**src/rtl/inv_shift_rows_seq.sv**
```systemverilog
// inv_shift_rows_seq: sequential AES InvShiftRows stage for the decrypt datapath.
// Accepts one state block on a valid/ready handshake, then rotates one row per
// clock (row r rotated right by r elements) and holds the result on a
// valid/ready output until the next stage takes it.
// The state is a DIMENSION x DIMENSION byte matrix in column-major order, and
// s(0,0) is the most significant byte.
// Optional build macro SHIFTROWS_FWD_EN adds a 'mode' input. With mode=1 the
// block applies forward ShiftRows (row r rotated left by r). mode is sampled
// only when a block is accepted.
module inv_shift_rows_seq #(
  parameter  int DIMENSION = 4,
  parameter  int BYTE_W    = 8,
  localparam int STATE_W   = DIMENSION * DIMENSION * BYTE_W
) (
  input  logic               clk,
  input  logic               reset,
  input  logic               in_valid,
  output logic               in_ready,
  input  logic [STATE_W-1:0] in_data,
`ifdef SHIFTROWS_FWD_EN
  input  logic               mode,
`endif
  output logic               out_valid,
  input  logic               out_ready,
  output logic [STATE_W-1:0] out_data,
  output logic               busy
);

  localparam int CNT_W = (DIMENSION > 1) ? $clog2(DIMENSION) : 1;
  localparam logic [CNT_W-1:0] LAST_ROW = CNT_W'(DIMENSION - 1);
  localparam logic [CNT_W-1:0] FIRST_ROW = CNT_W'(1);
  // A 1x1 state has nothing to rotate, so the block goes straight to DONE.
  localparam bit NO_SHIFT = (DIMENSION < 2);

  typedef enum logic [1:0] {
    IDLE  = 2'd0,
    SHIFT = 2'd1,
    DONE  = 2'd2
  } state_t;

  state_t             state_reg;
  logic [STATE_W-1:0] work_reg;
  logic [CNT_W-1:0]   row_cnt_reg;
  logic               out_valid_reg;
  logic               busy_reg;
  logic               in_ready_reg;
`ifdef SHIFTROWS_FWD_EN
  logic               mode_reg;
`endif

  // Work register with the row selected by row_cnt_reg rotated; other rows held.
  logic [STATE_W-1:0] shift_next;

  genvar gi, gc;
  generate
    for (gi = 0; gi < DIMENSION; gi++) begin : g_row
      for (gc = 0; gc < DIMENSION; gc++) begin : g_col
        // Bit position of element (gi, gc) in the packed state.
        localparam int POS = STATE_W - 1 - BYTE_W * (DIMENSION * gc + gi);
        // Inverse: out(r,c) = in(r, c-r), which is a rotate right by r.
        localparam int INV_SRC_C = (gc + DIMENSION - gi) % DIMENSION;
        localparam int INV_POS = STATE_W - 1 - BYTE_W * (DIMENSION * INV_SRC_C + gi);
        logic [BYTE_W-1:0] rot_byte;
`ifdef SHIFTROWS_FWD_EN
        // Forward: out(r,c) = in(r, c+r), which is a rotate left by r.
        localparam int FWD_SRC_C = (gc + gi) % DIMENSION;
        localparam int FWD_POS = STATE_W - 1 - BYTE_W * (DIMENSION * FWD_SRC_C + gi);
        assign rot_byte = mode_reg ? work_reg[FWD_POS -: BYTE_W]
                                   : work_reg[INV_POS -: BYTE_W];
`else
        assign rot_byte = work_reg[INV_POS -: BYTE_W];
`endif
        assign shift_next[POS -: BYTE_W] =
          (row_cnt_reg == CNT_W'(gi)) ? rot_byte : work_reg[POS -: BYTE_W];
      end
    end
  endgenerate

  // Control FSM plus datapath: load on accept, rotate one row per cycle, hold the result.
  always_ff @(posedge clk or posedge reset) begin
    if (reset) begin
      state_reg     <= IDLE;
      work_reg      <= '0;
      row_cnt_reg   <= '0;
      out_valid_reg <= 1'b0;
      busy_reg      <= 1'b0;
      in_ready_reg  <= 1'b1;
`ifdef SHIFTROWS_FWD_EN
      mode_reg      <= 1'b0;
`endif
    end else begin
      case (state_reg)
        IDLE: begin
          if (in_valid && in_ready_reg) begin
            work_reg      <= in_data;
            row_cnt_reg   <= FIRST_ROW;
            in_ready_reg  <= 1'b0;
            busy_reg      <= 1'b1;
            out_valid_reg <= NO_SHIFT;
            state_reg     <= NO_SHIFT ? DONE : SHIFT;
`ifdef SHIFTROWS_FWD_EN
            mode_reg      <= mode;
`endif
          end
        end
        SHIFT: begin
          work_reg    <= shift_next;
          row_cnt_reg <= row_cnt_reg + FIRST_ROW;
          if (row_cnt_reg == LAST_ROW) begin
            state_reg     <= DONE;
            out_valid_reg <= 1'b1;
          end
        end
        DONE: begin
          // Any in_valid seen here is ignored because in_ready_reg is still low.
          if (out_ready) begin
            state_reg     <= IDLE;
            out_valid_reg <= 1'b0;
            busy_reg      <= 1'b0;
            in_ready_reg  <= 1'b1;
          end
        end
        default: begin
          state_reg     <= IDLE;
          out_valid_reg <= 1'b0;
          busy_reg      <= 1'b0;
          in_ready_reg  <= 1'b1;
        end
      endcase
    end
  end

  assign in_ready  = in_ready_reg;
  assign out_valid = out_valid_reg;
  assign busy      = busy_reg;
  // out_data follows the work register at all times; it is meaningful only while out_valid is high.
  assign out_data  = work_reg;

endmodule
```
**config.mk**
```make
export PLATFORM = sky130hd
export DESIGN_NAME = inv_shift_rows_seq
export DESIGN_NICKNAME = d
export VERILOG_FILES = /design/src/rtl/inv_shift_rows_seq.sv
export SDC_FILE = /design/constraint.sdc
export NUM_CORES = 1
export LEC_CHECK = 0
export BUFFER_PORTS_ARGS = -buffer_cell sky130_fd_sc_hd__buf_4
export CAP_MARGIN = 40
export CELL_PAD_IN_SITES_DETAIL_PLACEMENT = 1
export CELL_PAD_IN_SITES_GLOBAL_PLACEMENT = 2
export CORE_UTILIZATION = 34
export DETAILED_ROUTE_END_ITERATION = 6
export GPL_TIMING_DRIVEN = 0
export HOLD_SLACK_MARGIN = 0.06
export PLACE_DENSITY_LB_ADDON = 0.15
export SLEW_MARGIN = 20
export SYNTH_ARGS = -nofsm -noshare
export SYNTH_HDL_FRONTEND = slang
export SYNTH_SLANG_ARGS = --single-unit
```
**constraint.sdc**
```tcl
create_clock -name clk -period 7.7 [get_ports clk]
set_input_delay 1.155 -clock clk [delete_from_list [all_inputs] [get_ports clk]]
set_output_delay 1.155 -clock clk [all_outputs]
set_load 0.01 [all_outputs]
```
* Word-level counts from Yosys, hierarchy flattened *
Cells that the tools add are included.

storage, ports and cells
  memories kept = 0
  RAM bits = 0
  input bits = 132
  bits in registers = 135
  bits in latches = 0
  logic and storage cells = 58
  bits in read-only memories = 0
  output and inout bits = 131

cells by class
  bitwise gates (word level) = 1
  reduce and logical (&&, ||, !) cells = 10
  mux-type cells = 27
  multiply operators = 0
  divide/modulo/power cells = 0
  $lt $le $gt $ge = 0
  equal/unequal tests = 10
  shift operators = 0
  add/subtract/negate cells = 1

operators by type and width
  operator               number
  $pmux W128 S2          1
  $mux W128              1
  $mux W8                12
  $reduce_and A3 Y1      6
  $ne A2 B2 Y1 const B   5
  $pmux W1 S3            3
  $eq A2 B2 Y1 const B   3
  $mux W2                3
  $pmux W2 S3            1
  $mux W1                5
  $eq A2 B1 Y1 const B   2
  $pmux W2 S2            1
  $add A2 B1 Y2 const B  1
  $logic_not A2 Y1       1
  $reduce_and A2 Y1      1
  $reduce_bool A2 Y1     1
  $logic_and A1 B1 Y1    1
  $not A1 Y1             1

* Longest topological paths before layout *
  word-level depth = 3
  mapped depth = 7
  mapped depth without buffers = 4

* Least setup slack after synthesis *
OpenSTA, ideal clock, no wires.

  path kind = input port to flip-flop
  start = input port in_valid
  end = register work_reg[0], in the netlist out_data[0]
  data required time = 7.575 ns
  arrival time = 2.178 ns
  setup slack = 5.398 ns
  library setup time = 0.125 ns
  stages on the path = 5
  cells stage by stage = and4bb_1 -> buf_6 -> o21bai_4 -> buf_6 -> mux2_2

on the way
  cells in the longest elaborated chain, start to end = 3

RTL lines
  item                         line  source
  start: declaration           17    input logic in_valid,
  $logic_and A1 B1 Y1          94    if (in_valid && in_ready_reg) begin
  $ne A2 B2 Y1 (no line)       -
  $reduce_and A3 Y1 (no line)  -
  end signal: assignment       95    work_reg <= in_data;
  end signal: assignment       107   work_reg <= shift_next;
  end: declaration             42    logic [STATE_W-1:0] work_reg;

No other way between the ends.
A chain may end at the register's enable or synchronous reset.

* Worst setup path after layout *
  start = register in_ready_reg, in the netlist in_ready
  end = output port in_ready

RTL lines
  item                      line  source
  start: declaration        46    logic in_ready_reg;
  start signal: assignment  87    in_ready_reg <= 1'b1;
  start signal: assignment  97    in_ready_reg <= 1'b0;
  start signal: assignment  120   in_ready_reg <= 1'b1;
  end: declaration          18    output logic in_ready,

No word-level cell between the ends.

==> results.toml <==
[pwr]
swShare = 0.323
pwr-share-clk = 0.209
power_frac_comb = 0.455
power_density_nw_per_um2 = 421
ir_drop_mv = 0.175
power_mw = 3.94
power.switching_mw = 1.27
p_int_mw = 2.67
power.leakage_nw = 4.51
p_seq_frac = 0.335

[setup_path]
cp-startpoint = "in_ready$_DFFE_PP1P_"
crit_family = "flip-flops"
cpPeakStageDelay_ns = 0.56
reg2reg_depth = 6
crit_chain = "buf_4"
r2r_start = "out_valid$_DFFE_PP0P_"
r2r_setup_slack_ns = 5.76
crit_path_end_kind = "output port"
critPathMaxFanout = 5
cp.required_ns = 6.55
path_buf_inv = 1
cp-start-kind = "flip-flop"
critPathKind = "reg2out"
r2r_end = "out_data[7]$_DFFE_PP0P_"
arrival_ns = 1.10
cp_slowest_cell = "dfstp_2"

[routing]
route.vias.total = 4467
drc = 0
firstDrtPassIters = 4
vias_per_cell = 4.75
routedWlPerCell_um = 19.4
wl_mm = 18.2
ant_nets = 0
drt_iter0_drc = 80

[clock_network]
cts-root-buf = "clkbuf_16"
cts_hold_buffers = 0
cts_tree = "yes"
insertion_delay_ns = 0.41
htreeDepth = 4
cts.repair.resized = 0
post_cts_buffers = 0
cts_num_sinks = 134
cts.path.max_buffers = 2
clk_pin_slew_ns = 0.05
numCtsBuffers = 17

[logic_synthesis]
synthDistinctLibCells = 25
yosys.area.top_type = "dfrtp_1"
yosys.area.top_type_share = 0.514
ys_seq_area_frac = 0.518
async_flop_share = 1.00
synthTopCellsByCount = "154 x mux2_2, 133 x dfrtp_1, 56 x mux2_4, 16 x buf_2, 14 x mux2_1"
synth.most_common_cell = "mux2_2"
synthCells = 412
synth-edff-count = 0
yosys_warnings = 0
synth_area_um2 = 6480
synth_area_leaders = "dfrtp_1 51%, mux2_2 27%, mux2_4 13%, mux2_1 2.4%, buf_6 1.7%"
syn_avg_cell_area_um2 = 15.7
synthFlopType = "dfrtp_1"
ys_ff_latch = 134
synth_nets = 547

[sta]
final.setup.tns_ns = 0
maxSlewHeadroom = 0.671
finalHoldViolations = 0
clock.fmax_mhz = 443
hold_ws_ns = 0.505
rsz0062_at_grt = "no"
skew_ns = 0.00703
fin_crit_sh = 0.293
finalSetupViolations = 0
tightest_slew_ns = 0.494
final_max_slew_viol_count = 0
period_needed_ns = 2.26

[global_routing]
grt_max_degree = 91
grt_pass1_wl_mm = 28.9
grt_pass1_vias = 5119
antenna_found_initial = 0
grt-ovfl-total = 0
track_usage = 0.194

[finish]
final_util = 0.501
drive_gt1_frac = 0.752
syn_to_final_growth_pct = 44.6
final_nets = 829
fillCellCount = 1934
seqCellArea_um2 = 3350
antenna_cells = 0
final_cells = 941
largest_reg_flops = 128
multiInputGateArea_um2 = 2910

[floorplanning]
initial_core_util = 0.346
coreArea_um2 = 18700
die_y_um = 140
ioPinCount = 263
row_count = 50
die_x_um = 140
die_area_um2 = 19600

[placement]
gp_congestion = 0.754
dp_hpwl_mm = 13.5
dp.cells = 909
io_buffers = 262

[hold_path]
hold_depth = 1
min-delay-start = "out_data[79]$_DFFE_PP0P_"
min_to = "out_data[79]$_DFFE_PP0P_"
hold_path_class = "reg2reg"

[status]
status = "completed"

[flow_run]
maxCapViolCount = 0
power by group through the flow:
stage | Sequential, mW | Combinational [mW] | Clock [mW]
2_1_floorplan | 1.43 | 0.880 | 0
3_3_place_gp | 1.30 | 1.79 | 0
3_5_place_dp | 1.33 | 1.83 | 0
4_1_cts | 1.33 | 1.83 | 0.847
5_1_grt | 1.38 | 1.93 | 0.874
6_report | 1.32 | 1.79 | 0.824
cell usage in the layout, fill, tap and decap left out, types with 2 or more instances in the layout:
cell and instances:
mux2_4 56, clkbuf_16 17, clkbuf_8 2, nand2_1 4
buf_4 262, mux2_1 14, ha_1 3, buf_2 16
clkinv_2 4, inv_1 4, mux2_2 154, clkbuf_1 4
bufinv_16 3, dfrtp_1 133, o21ai_0 2, clkinvlp_4 2
buf_6 10
layer usage:
layer | GRT usage | routed length (um) | up-vias
met4 | 0.0555 | 206 | 0
met2 | 0.336 | 9360 | 137
met5 | 0 | 0 | -
met1 | 0.226 | 7430 | 2270
li1 | - | - | 2047
met3 | 0.0684 | 1230 | 13
final cells by class:
cell class                      count  share of cell area
Timing Repair Buffer              263               0.213
Tap cell                          234              0.0313
Buffer                             26              0.0206
Multi-Input combinational cell    247               0.311
Clock inverter                      9              0.0134
Sequential cell                   134               0.358
Inverter                            5             0.00280
Clock buffer                       23              0.0500
kinds of logic (layout without fill, tap and decap cells):
group / count (synthesis) / in the layout / share of synthesized area
mux: 224 / 224 / 0.422
simple gates: 9 / 9 / 0.00753
fa+ha+maj: 3 / 3 / 0.00579
compound gates: 11 / 11 / 0.0147
flops: 134 / 134 / 0.518
buf+inv: 31 / 326 / 0.0326
metrics by stage:
stage / setup slack [ns] / instance area, um2
2_1_floorplan: 2.96 / 6480
3_3_place_gp: 1.09 / 8740
3_5_place_dp: 5.16 / 8770
4_1_cts: 5.42 / 9370
5_1_grt: 5.39 / 9370
6_report: 5.44 / 9370
worst max-delay path by stage:
stage	endpoint	slack (ns)	cells after the start
finish	in_ready	5.44	1
global route	in_ready	5.39	1
CTS	in_ready	5.42	1
detailed placement	out_data[0]$_DFFE_PP0P_	5.16	6
global placement	out_data[12]$_DFFE_PP0P_	1.09	2
floorplan	busy$_DFFE_PP0P_	2.96	1
Note: power is estimated with default switching activity, not from simulation.
